### src/rtl/multi_cycle_controller.sv
// Main FSM and instruction decode for the multi-cycle RV32I datapath.
// Sequences fetch/decode/execute/memory/writeback over one shared ALU and memory.
module multi_cycle_controller #(
    parameter logic [6:0] HALT_OP = 7'b0000000
) (
    input  logic       clk,
    input  logic       rst,
    input  logic [6:0] op,
    input  logic [2:0] func3,
    input  logic [6:0] func7,
    input  logic       Zero,
    input  logic       Neg,
    output logic       PCWrite,
    output logic       AdrSrc,
    output logic       MemWrite,
    output logic       IRWrite,
    output logic [1:0] ResultSrc,
    output logic [1:0] ALUSrcA,
    output logic [1:0] ALUSrcB,
    output logic [2:0] ALUControl,
    output logic [2:0] ImmSrc,
    output logic       RegWrite,
    output logic       done
);

    localparam logic [6:0] OpLoad   = 7'b0000011;
    localparam logic [6:0] OpStore  = 7'b0100011;
    localparam logic [6:0] OpRType  = 7'b0110011;
    localparam logic [6:0] OpIType  = 7'b0010011;
    localparam logic [6:0] OpJal    = 7'b1101111;
    localparam logic [6:0] OpJalr   = 7'b1100111;
    localparam logic [6:0] OpBranch = 7'b1100011;
    localparam logic [6:0] OpLui    = 7'b0110111;

    typedef enum logic [3:0] {
        StFetch, StDecode, StMemAdr, StMemRead, StMemWb, StMemWrite, StExecR, StExecI,
        StAluWb, StJal, StJalr1, StJalr2, StBranch, StLui, StHalt
    } state_e;

    state_e state_q, state_d;
    logic [2:0] imm_fmt;
    logic       branch_taken;

    function automatic logic [2:0] alu_dec(input logic [2:0] f3, input logic sub_en);
        case (f3)
            3'b000:  return sub_en ? 3'b001 : 3'b000;
            3'b111:  return 3'b010;
            3'b110:  return 3'b011;
            3'b100:  return 3'b100;
            3'b010:  return 3'b101;
            default: return 3'b000;
        endcase
    endfunction

    always_ff @(posedge clk or negedge rst) begin
        if (!rst) begin
            state_q <= StFetch;
        end else begin
            state_q <= state_d;
        end
    end

    always_comb begin
        case (op)
            OpStore:  imm_fmt = 3'b001;
            OpBranch: imm_fmt = 3'b010;
            OpJal:    imm_fmt = 3'b011;
            OpLui:    imm_fmt = 3'b100;
            default:  imm_fmt = 3'b000;
        endcase
    end

    always_comb begin
        case (func3)
            3'b000:  branch_taken = Zero;
            3'b001:  branch_taken = !Zero;
            3'b100:  branch_taken = Neg;
            3'b101:  branch_taken = !Neg;
            default: branch_taken = 1'b0;
        endcase
    end

    always_comb begin
        state_d    = state_q;
        PCWrite    = 1'b0;
        AdrSrc     = 1'b0;
        MemWrite   = 1'b0;
        IRWrite    = 1'b0;
        ResultSrc  = 2'b00;
        ALUSrcA    = 2'b00;
        ALUSrcB    = 2'b00;
        ALUControl = 3'b000;
        ImmSrc     = imm_fmt;
        RegWrite   = 1'b0;
        done       = 1'b0;
        case (state_q)
            StFetch: begin
                IRWrite   = 1'b1;
                ALUSrcB   = 2'b10;
                ResultSrc = 2'b10;
                PCWrite   = 1'b1;
                state_d   = StDecode;
            end
            StDecode: begin
                ALUSrcA = 2'b01;
                ALUSrcB = 2'b01;
                case (op)
                    OpLoad, OpStore: state_d = StMemAdr;
                    OpRType:         state_d = StExecR;
                    OpIType:         state_d = StExecI;
                    OpJal:           state_d = StJal;
                    OpJalr:          state_d = StJalr1;
                    OpBranch:        state_d = StBranch;
                    OpLui:           state_d = StLui;
                    default:         state_d = (op == HALT_OP) ? StHalt : StFetch;
                endcase
            end
            StMemAdr: begin
                ALUSrcA = 2'b10;
                ALUSrcB = 2'b01;
                ImmSrc  = (op == OpStore) ? 3'b001 : 3'b000;
                state_d = (op == OpStore) ? StMemWrite : StMemRead;
            end
            StMemRead: begin
                AdrSrc  = 1'b1;
                state_d = StMemWb;
            end
            StMemWb: begin
                ResultSrc = 2'b01;
                RegWrite  = 1'b1;
                state_d   = StFetch;
            end
            StMemWrite: begin
                AdrSrc   = 1'b1;
                MemWrite = 1'b1;
                state_d  = StFetch;
            end
            StExecR: begin
                ALUSrcA    = 2'b10;
                ALUControl = alu_dec(func3, func7 == 7'b0100000);
                state_d    = StAluWb;
            end
            StExecI: begin
                ALUSrcA    = 2'b10;
                ALUSrcB    = 2'b01;
                ImmSrc     = 3'b000;
                ALUControl = alu_dec(func3, 1'b0);
                state_d    = StAluWb;
            end
            StAluWb: begin
                RegWrite = 1'b1;
                state_d  = StFetch;
            end
            StJal, StJalr2: begin
                // Target already in ALUOut; ALU now forms the link value OldPC+4.
                ALUSrcA = 2'b01;
                ALUSrcB = 2'b10;
                PCWrite = 1'b1;
                state_d = StAluWb;
            end
            StJalr1: begin
                ALUSrcA = 2'b10;
                ALUSrcB = 2'b01;
                ImmSrc  = 3'b000;
                state_d = StJalr2;
            end
            StBranch: begin
                ALUSrcA    = 2'b10;
                ALUControl = 3'b001;
                PCWrite    = branch_taken;
                state_d    = StFetch;
            end
            StLui: begin
                ImmSrc    = 3'b100;
                ResultSrc = 2'b11;
                RegWrite  = 1'b1;
                state_d   = StFetch;
            end
            StHalt: begin
                done    = 1'b1;
                state_d = StHalt;
            end
            default: state_d = StFetch;
        endcase
        // Reset masks the FETCH enables that the forced state would otherwise drive.
        if (!rst) begin
            PCWrite  = 1'b0;
            MemWrite = 1'b0;
            IRWrite  = 1'b0;
            RegWrite = 1'b0;
            done     = 1'b0;
        end
    end

endmodule

### config.mk
export PLATFORM = sky130hd
export DESIGN_NAME = multi_cycle_controller
export DESIGN_NICKNAME = d
export VERILOG_FILES = /design/src/rtl/multi_cycle_controller.sv
export SDC_FILE = /design/constraint.sdc
export NUM_CORES = 1
export LEC_CHECK = 0
export BUFFER_PORTS_ARGS = -buffer_cell sky130_fd_sc_hd__buf_4
export CAP_MARGIN = 20
export CORE_MARGIN = 5
export CORE_UTILIZATION = 50
export CTS_BUF_LIST = sky130_fd_sc_hd__clkbuf_8
export DETAILED_ROUTE_END_ITERATION = 10
export PLACE_DENSITY = 0.87
export SLEW_MARGIN = 10
export SYNTH_ARGS = -nofsm -noshare
export SYNTH_HDL_FRONTEND = slang
export SYNTH_SLANG_ARGS = --single-unit
### constraint.sdc
create_clock -name clk -period 3.7 [get_ports clk]
set_input_delay 0 -clock clk [delete_from_list [all_inputs] [get_ports clk]]
set_output_delay 0 -clock clk [all_outputs]
set_load 0.01 [all_outputs]
Word level (Yosys, flattened, before mapping) --
Cells that the tools add are included.
Cells by class: reduce and logical (&&, ||, !) cells 14, muxes and demuxes 26, eq/ne operators 29
Operators by type and width (count):
- $pmux W4 S7 | 2
- $eq A4 B4 Y1 const B | 7
- $eq A7 B6 Y1 const B | 4
- $pmux W3 S4 | 2
- $eq A7 B7 Y1 const B | 3
- $pmux W3 S3 | 2
- $eq A4 B3 Y1 const B | 4
- $pmux W3 S5 | 1
- $eq A3 B3 Y1 const B | 4
- $mux W1 | 12
- $reduce_or A3 Y1 | 3
- $eq A4 B2 Y1 const B | 2
- $pmux W2 S2 | 2
- $reduce_or A4 Y1 | 2
- $eq A7 B2 Y1 const B | 1
- $eq A7 B5 Y1 const B | 1
- $logic_not A7 Y1 | 1
- $pmux W2 S3 | 1
- $reduce_or A2 Y1 | 3
- $reduce_or A5 Y1 | 1
- $eq A4 B1 Y1 const B | 1
- $logic_not A4 Y1 | 1
- $mux W4 | 1
- $pmux W1 S4 | 1
- other kinds (6) | 7
Word-level totals: bits of input ports 21, output and inout bits 18, bits in registers 4

Longest topological paths before layout --
Gate-level depths: netlist of the first run.
depth after elaboration 4, gate-level depth with buffers 5, gate-level depth less buffers 4

Worst setup path after synthesis of the first run --
OpenSTA, ideal clock, no wires.
path kind register to register, start register state_q[3], end register state_q[3], cell stages (with the launch flop) 5, arrival 1194 ps, required time 3596 ps, buffers on the path 0, library setup time 104 ps, slack 2402 ps, cell sequence dfrtp_1 -> or2_1 -> nor3b_1 -> o21ai_2 -> o311ai_1
Between the ends: longest elaborated chain between the ends 3
RTL lines:
- start, declared | RTL line 40 | state_e state_q, state_d;
- start signal, assigned | RTL line 57 | state_q <= StFetch;
- start signal, assigned | RTL line 59 | state_q <= state_d;
- $eq A4 B3 Y1 / $eq A4 B4 Y1 (equally long branches) | RTL line 96 | case (state_q)
- $reduce_or A4 Y1 (no source line)
- $pmux W4 S7 * | RTL line 96
- net state_d[3] | RTL line 40
The timed path passes the listed nets; every way through them passes the cells marked *.

Final worst setup path of the first run --
start register state_q[1], end output ImmSrc[0]
Between the ends: longest elaborated chain between the ends 3
RTL lines:
- $eq A4 B3 Y1 / $eq A4 B4 Y1 (equally long branches) | RTL line 96
- $reduce_or A2 Y1 (no source line)
- $pmux W3 S3 * | RTL line 96
- end, declared | RTL line 21 | output logic [2:0] ImmSrc,
Mark *: on every way between the ends. The rest lies on a longest branch, timed or not.

==> summary.md, run 1 <==
| Metric | Value |
|---|---|
| Sequential Power Share | 22.2% |
| Netlist cell types | 39 |
| Fin crit share | 47.53% |
| Post-Syn Area | 755.7 µm² |
| Worst setup SP type | flop |
| Crit-path max FO | 19 |
| Register area share after synthesis | 13.25% |
| First-pass iteration count of the detailed router | 4 |
| CTS H-tree depth | 1 |
| Syn avg cell area | 6.808 µm² |
| Syn nets | 132 |
| Die area | 2389 µm² |
| Post-DP HPWL | 1.873 mm |
| DP Cell Count | 157 |
| Clock Path Buffers | 2 |
| Row count | 14 |
| Final wirelength | 2.275 mm |
| Async S/R FF share, synth | 100.0% |
| DRT iter0 DRCs | 10 |
| Reg with most FFs | state_q |
| Initial antenna violation count | 0 |
| ANT nets after route | 0 |
| GRT Resource Usage Total | 19.62% |
| Max reg flops | 4 |
| Synthesis-to-layout area growth | 41.72% |
| Comb power frac | 57.5% |
| CTS tree | built |
| Status | finished, final reports clean |
| CP required | 3.70 ns |
| Maximum VDD drop | 0.0002476 V |
| Pleak | 0.4933 nW |
| Worst skew pair latency | 0.22 ns |
| Final Non-Filler Cells | 161 |
| Switching Fraction | 43.22% |
| Largest area contributor in the netlist | dfrtp_1 |
| Vias per std cell | 5.888 |
| Clk_skew | 0.006884 ns |
| CP Data Arrival Time | 1.76 ns |
| Largest net degree at the start of global routing | 22 |
| Die height | 48.88 µm |
| Fin Setup TNS | 0 ns |
| Setup Buffers After CTS | 0 |
| Worst-path clk slew | 0.03 ns |
| Total power | 0.4591 mW |
| Top FF cell, synth | dfrtp_1 |
| Post-Place Worst Slack | 2.141 ns |
| Net Sw Power | 0.1984 mW |
| Synth top area share | 13.25% |
| Clock root buffer | clkbuf_8 |
| Actual slew at the worst max-slew pin | 0.5515 ns |
| Post-Layout Inst Area | 1071 µm² |
| Crit end category | output pin |
| Nets | 168 |
| Die Width | 48.88 µm |
| Slew HR | 63.23% |
| Grt ovf | 0 |
| Clk pwr share | 20.3% |
| Top Registers | state_q x4 |
| IO Port Bufs | 38 |
| Gpl congestion | 0.8821 |
| Antenna fix cells | 0 |
| Synth warn | 0 |
| WHS | 0.1154 ns |
| Final Core Density | 72.79% |
| Setup WS post-layout | 1.941 ns |
| Yosys reg bits | 4 |
| Layout cells sized above 1 | 31.72% |
| First-pass GRT wire length | 3.912 mm |
| Worst hold-check path type | in -> async |
| Io pins | 39 |
| Tmin final | 1.759 ns |
| Clock Sinks | 4 |
| Total CTS buffers | 3 |
| Routed len/inst | 14.13 µm |
| DR vias | 948 |
| Most area-consuming cells after synthesis | dfrtp_1 (13%), nor2_1 (6.5%), nor2b_1 (5.8%) |
| WS Path Type | reg -> out |
| Mapped Cells | 111 |
| Highest clock rate | 568.6 MHz |
| Final Hold Viols | 0 |
| Vias in the first global route | 891 |
| Pwr dens | 428.6 nW/µm² |
| Placed cell area | 1020 µm² |
| Final setup fails | 0 |
| Drt drc | 0 |
| Pint | 0.2607 mW |
| EDFF count, synth | 0 |
| Slew Limit Fails | 0 |
| Max-Cap Viols | 0 |
| Core area | 1471 µm² |
| Initial Util | 51.36% |
| RSZ-0062 raised after global routing | false |
[Yosys cell counts, drive strengths merged, types with 4 or more instances]
cell	instances
buf	4
clkbuf	4
nand2	10
o21ai	6
inv	5
nor2b	8
o22ai	6
dfrtp	4
nor2	13
nor3	6
a21oi	5
[power groups by stage]
stage	sequential, mW	combinational [mW]	clock, mW
after floorplan	0.0606	0.194	0
after global placement	0.0998	0.259	0
after detailed placement	0.102	0.265	0
after CTS	0.101	0.267	0.0952
after global routing	0.109	0.291	0.0991
final	0.102	0.264	0.0932
[cells in the final DEF (no fill, tap or decap), types with 4 or more instances in the layout]
cell and count:
buf_4 38, nor2_1 13, nand2_1 10, nor2b_1 7, o22ai_1 6, nor3_1 6, inv_1 5, o21ai_0 5
a21oi_1 5, dfrtp_1 4
[worst max-delay path, cell delays in order (launching register included)]
cell and delay, ns:
dfrtp_1 0.57, nor2b_1 0.26, o211ai_1 0.26, nand4b_1 0.16, o22ai_1 0.15, buf_4 0.15
[metal layers]
metal / vias up / track usage, % / part of all wire (%)
met4: 0 / 8.969 / 1.0
met3: 2 / 5.199 / 11
met1: 425 / 22.65 / 39
li1: 469 / - / -
met5: - / 0 / 0
met2: 52 / 33.26 / 50
[final cells by class]
type / count / area [µm²]
Timing Repair Buffer: 39 / 295.3
Multi-Input combinational cell: 94 / 595.6
Sequential cell: 4 / 100.1
Tap cell: 16 / 20.02
Clock buffer: 3 / 41.29
Inverter: 5 / 18.77
Fill cell: 138 / 400.4
[cell families after synthesis]
| family | count (synthesis) | share of synthesized area [%] |
|---|---|---|
| AO/OA/AOI/OAI | 29 | 26.33 |
| XOR/XNOR | 6 | 6.955 |
| AND/OR/NAND/NOR | 58 | 44.21 |
| flip-flops | 4 | 13.25 |
| buffers and inverters | 13 | 7.946 |
| multiplexers | 1 | 1.325 |
[repair_timing]
item                                   4_1_cts  5_1_grt
endpoints found under the hold margin        4        0
resized for setup                            0        0
hold buffers                                 1        0
[path summary, 6_finish.rpt]
kind	startpoint	to	slack (ns)	cells after the start
setup reg to reg	state_q[3]	state_q[3]	2.14	4
max in group asynchronous	rst	state_q[1]	3.47	2
min in group clk	op[1]	state_q[1]	0.19	4
hold reg to reg	state_q[2]	state_q[0]	0.74	1
hold / removal	rst	state_q[3]	0.12	2
setup / recovery	state_q[1]	ImmSrc[0]	1.94	5
No activity file was read; power rests on OpenSTA's default activity.
==> inputs of run 2 (changes only) <==
CORE_UTILIZATION = 42   (was 50)
PLACE_DENSITY = 0.78   (was 0.87)
clock period = 1.6 ns   (was 3.7 ns; I/O delays follow)
==> run 2 against run 1 <==
Compared with the run above:
- global-route usage decreased by 1.4 points
- worst setup slack got worse by 1.9 ns
- sequential power increased by 62%
- first-iteration DRC count rose to 3.7 times the previous value
- sequential cell count unchanged
- clock skew down 0.0014 ns
- hold slack improved by 0.012 ns
- critical path depth increased by 2
- combinational power rose to 3.0 times the previous value
- critical endpoint is now PCWrite
- highest routed layer unchanged
==> summary.md, run 2 (synthesis gave the netlist of run 1 again) <==
| Metric | Value |
|---|---|
| Commonest non-fill, non-tap cell in the layout | buf_4 |
| Net Sw Power | 0.4906 mW |
| DRT iter0 DRCs | 37 |
| Clock Path Buffers | 2 |
| Pint | 0.6841 mW |
| Antenna fix cells | 0 |
| Worst setup SP type | flop |
| Drt drc | 0 |
| Actual slew at the worst max-slew pin | 0.4451 ns |
| Fin crit share | 98.24% |
| ANT nets after route | 0 |
| Worst skew pair latency | 0.22 ns |
| Tmin final | 1.572 ns |
| Layout cells sized above 1 | 38.85% |
| Synthesis-to-layout area growth | 56.79% |
| Maximum VDD drop | 0.0004372 V |
| DR vias | 1028 |
| Crit end category | output pin |
| Io pins | 39 |
| Grt ovf | 0 |
| Reg with most FFs | state_q |
| Die Width | 52.42 µm |
| Setup crit start | state_q[3] |
| Status | finished, final reports clean |
| Worst-path clk slew | 0.03 ns |
| Row count | 15 |
| Largest net degree at the start of global routing | 16 |
| Max reg flops | 4 |
| Nets | 180 |
| Post-Layout Inst Area | 1185 µm² |
| Total power | 1.175 mW |
| Final setup fails | 0 |
| Final Hold Viols | 0 |
| Pwr dens | 991.3 nW/µm² |
| Vias per std cell | 5.648 |
| Highest clock rate | 636.2 MHz |
| Worst reg2reg setup slack | 0.16 ns |
| Most frequent cells in the layout | buf_4 (48), nor2_1 (13), nand2_1 (10), o22ai_1 (6), nor3_1 (6) |
| Total CTS buffers | 3 |
| Slew HR | 70.26% |
| Max-Cap Viols | 0 |
| Initial antenna violation count | 0 |
| Crit-path max FO | 6 |
| WS Path Type | reg -> out |
| Sequential Power Share | 14.0% |
| Final Core Density | 68.62% |
| Critical R2R Launch | state_q[3] |
| CP Data Arrival Time | 1.57 ns |
| GRT Resource Usage Total | 18.22% |
| CP required | 1.60 ns |
| IO Port Bufs | 38 |
| Clk pwr share | 17.7% |
| First-pass GRT wire length | 3.884 mm |
| Slew Limit Fails | 0 |
| Pleak | 0.5566 nW |
| Post-DP HPWL | 1.933 mm |
| Final wirelength | 2.640 mm |
| Routed len/inst | 14.51 µm |
| Die area | 2748 µm² |
| Initial Util | 43.77% |
| Die height | 52.42 µm |
| Clock Sinks | 4 |
| Placed cell area | 1069 µm² |
| Vias in the first global route | 919 |
| CTS H-tree depth | 1 |
| Comb power frac | 68.2% |
| Clock root buffer | clkbuf_8 |
| Core area | 1727 µm² |
| Switching Fraction | 41.76% |
| CTS tree | built |
| Top Registers | state_q x4 |
| First-pass iteration count of the detailed router | 4 |
| Worst hold-check path type | in -> async |
| Gpl congestion | 0.8600 |
| Path depth of the worst reg2reg path | 4 |
| Clk_skew | 0.005501 ns |
| Reg-to-reg endpoint | state_q[1] |
[run 2: metrics by stage]
step	setup WS [ns]	std cells	hold WS, ns	setup TNS (ns)
floorplan	0.3017	111	-0.2956	0
global placement	0.2818	171	-0.1937	0
detailed placement	0.2477	171	-0.1925	0
CTS	0.06471	175	0.1271	0
global route	-0.004509	182	0.1327	-0.008829
finish	0.02813	182	0.1272	0
[run 2: how the worst max path moves through the flow]
stage	end	slack, ns
floorplan	state_q[3]	0.30
global placement	state_q[3]	0.28
detailed placement	state_q[1]	0.25
CTS	ImmSrc[0]	0.06
global route	ImmSrc[0]	-0.005
finish	PCWrite	0.03
[run 2: timing repair]
item	4_1_cts	5_1_grt
hold buffers	1	0
setup buffers	0	7
gates resized for setup	0	5
endpoints found under the hold margin	4	0
endpoints found under the setup margin	0	3
[run 2: routing by layer]
metal	global-route usage [%]	vias up	wire length, µm	part of all wire [%]
met4	5.106	0	27	1.0
met2	33.68	65	1285	49
met5	0	-	0	0
met1	20.21	467	1054	40
met3	4.558	4	273	10
li1	-	492	-	-
[run 2: final cells by class]
cell class / instances / area (µm²)
Tap cell: 25 / 31.28
Clock buffer: 3 / 41.29
Multi-Input combinational cell: 94 / 605.6
Inverter: 5 / 18.77
Timing Repair Buffer: 51 / 386.6
Sequential cell: 4 / 101.3
Fill cell: 157 / 541.8
[run 2: critical path: stages, from the launching register on]
cell and delay (ns):
dfrtp_1 0.34, buf_6 0.13, buf_4 0.10, buf_4 0.10, nand2_1 0.10, o31a_1 0.29, o22ai_1 0.14, buf_4 0.15
[run 2: power groups by stage]
stage	clock, mW	combinational, mW	sequential [mW]
global placement	0	0.717	0.163
CTS	0.210	0.734	0.162
finish	0.208	0.801	0.165
floorplan	0	0.448	0.140
global route	0.222	0.871	0.168
detailed placement	0	0.728	0.163
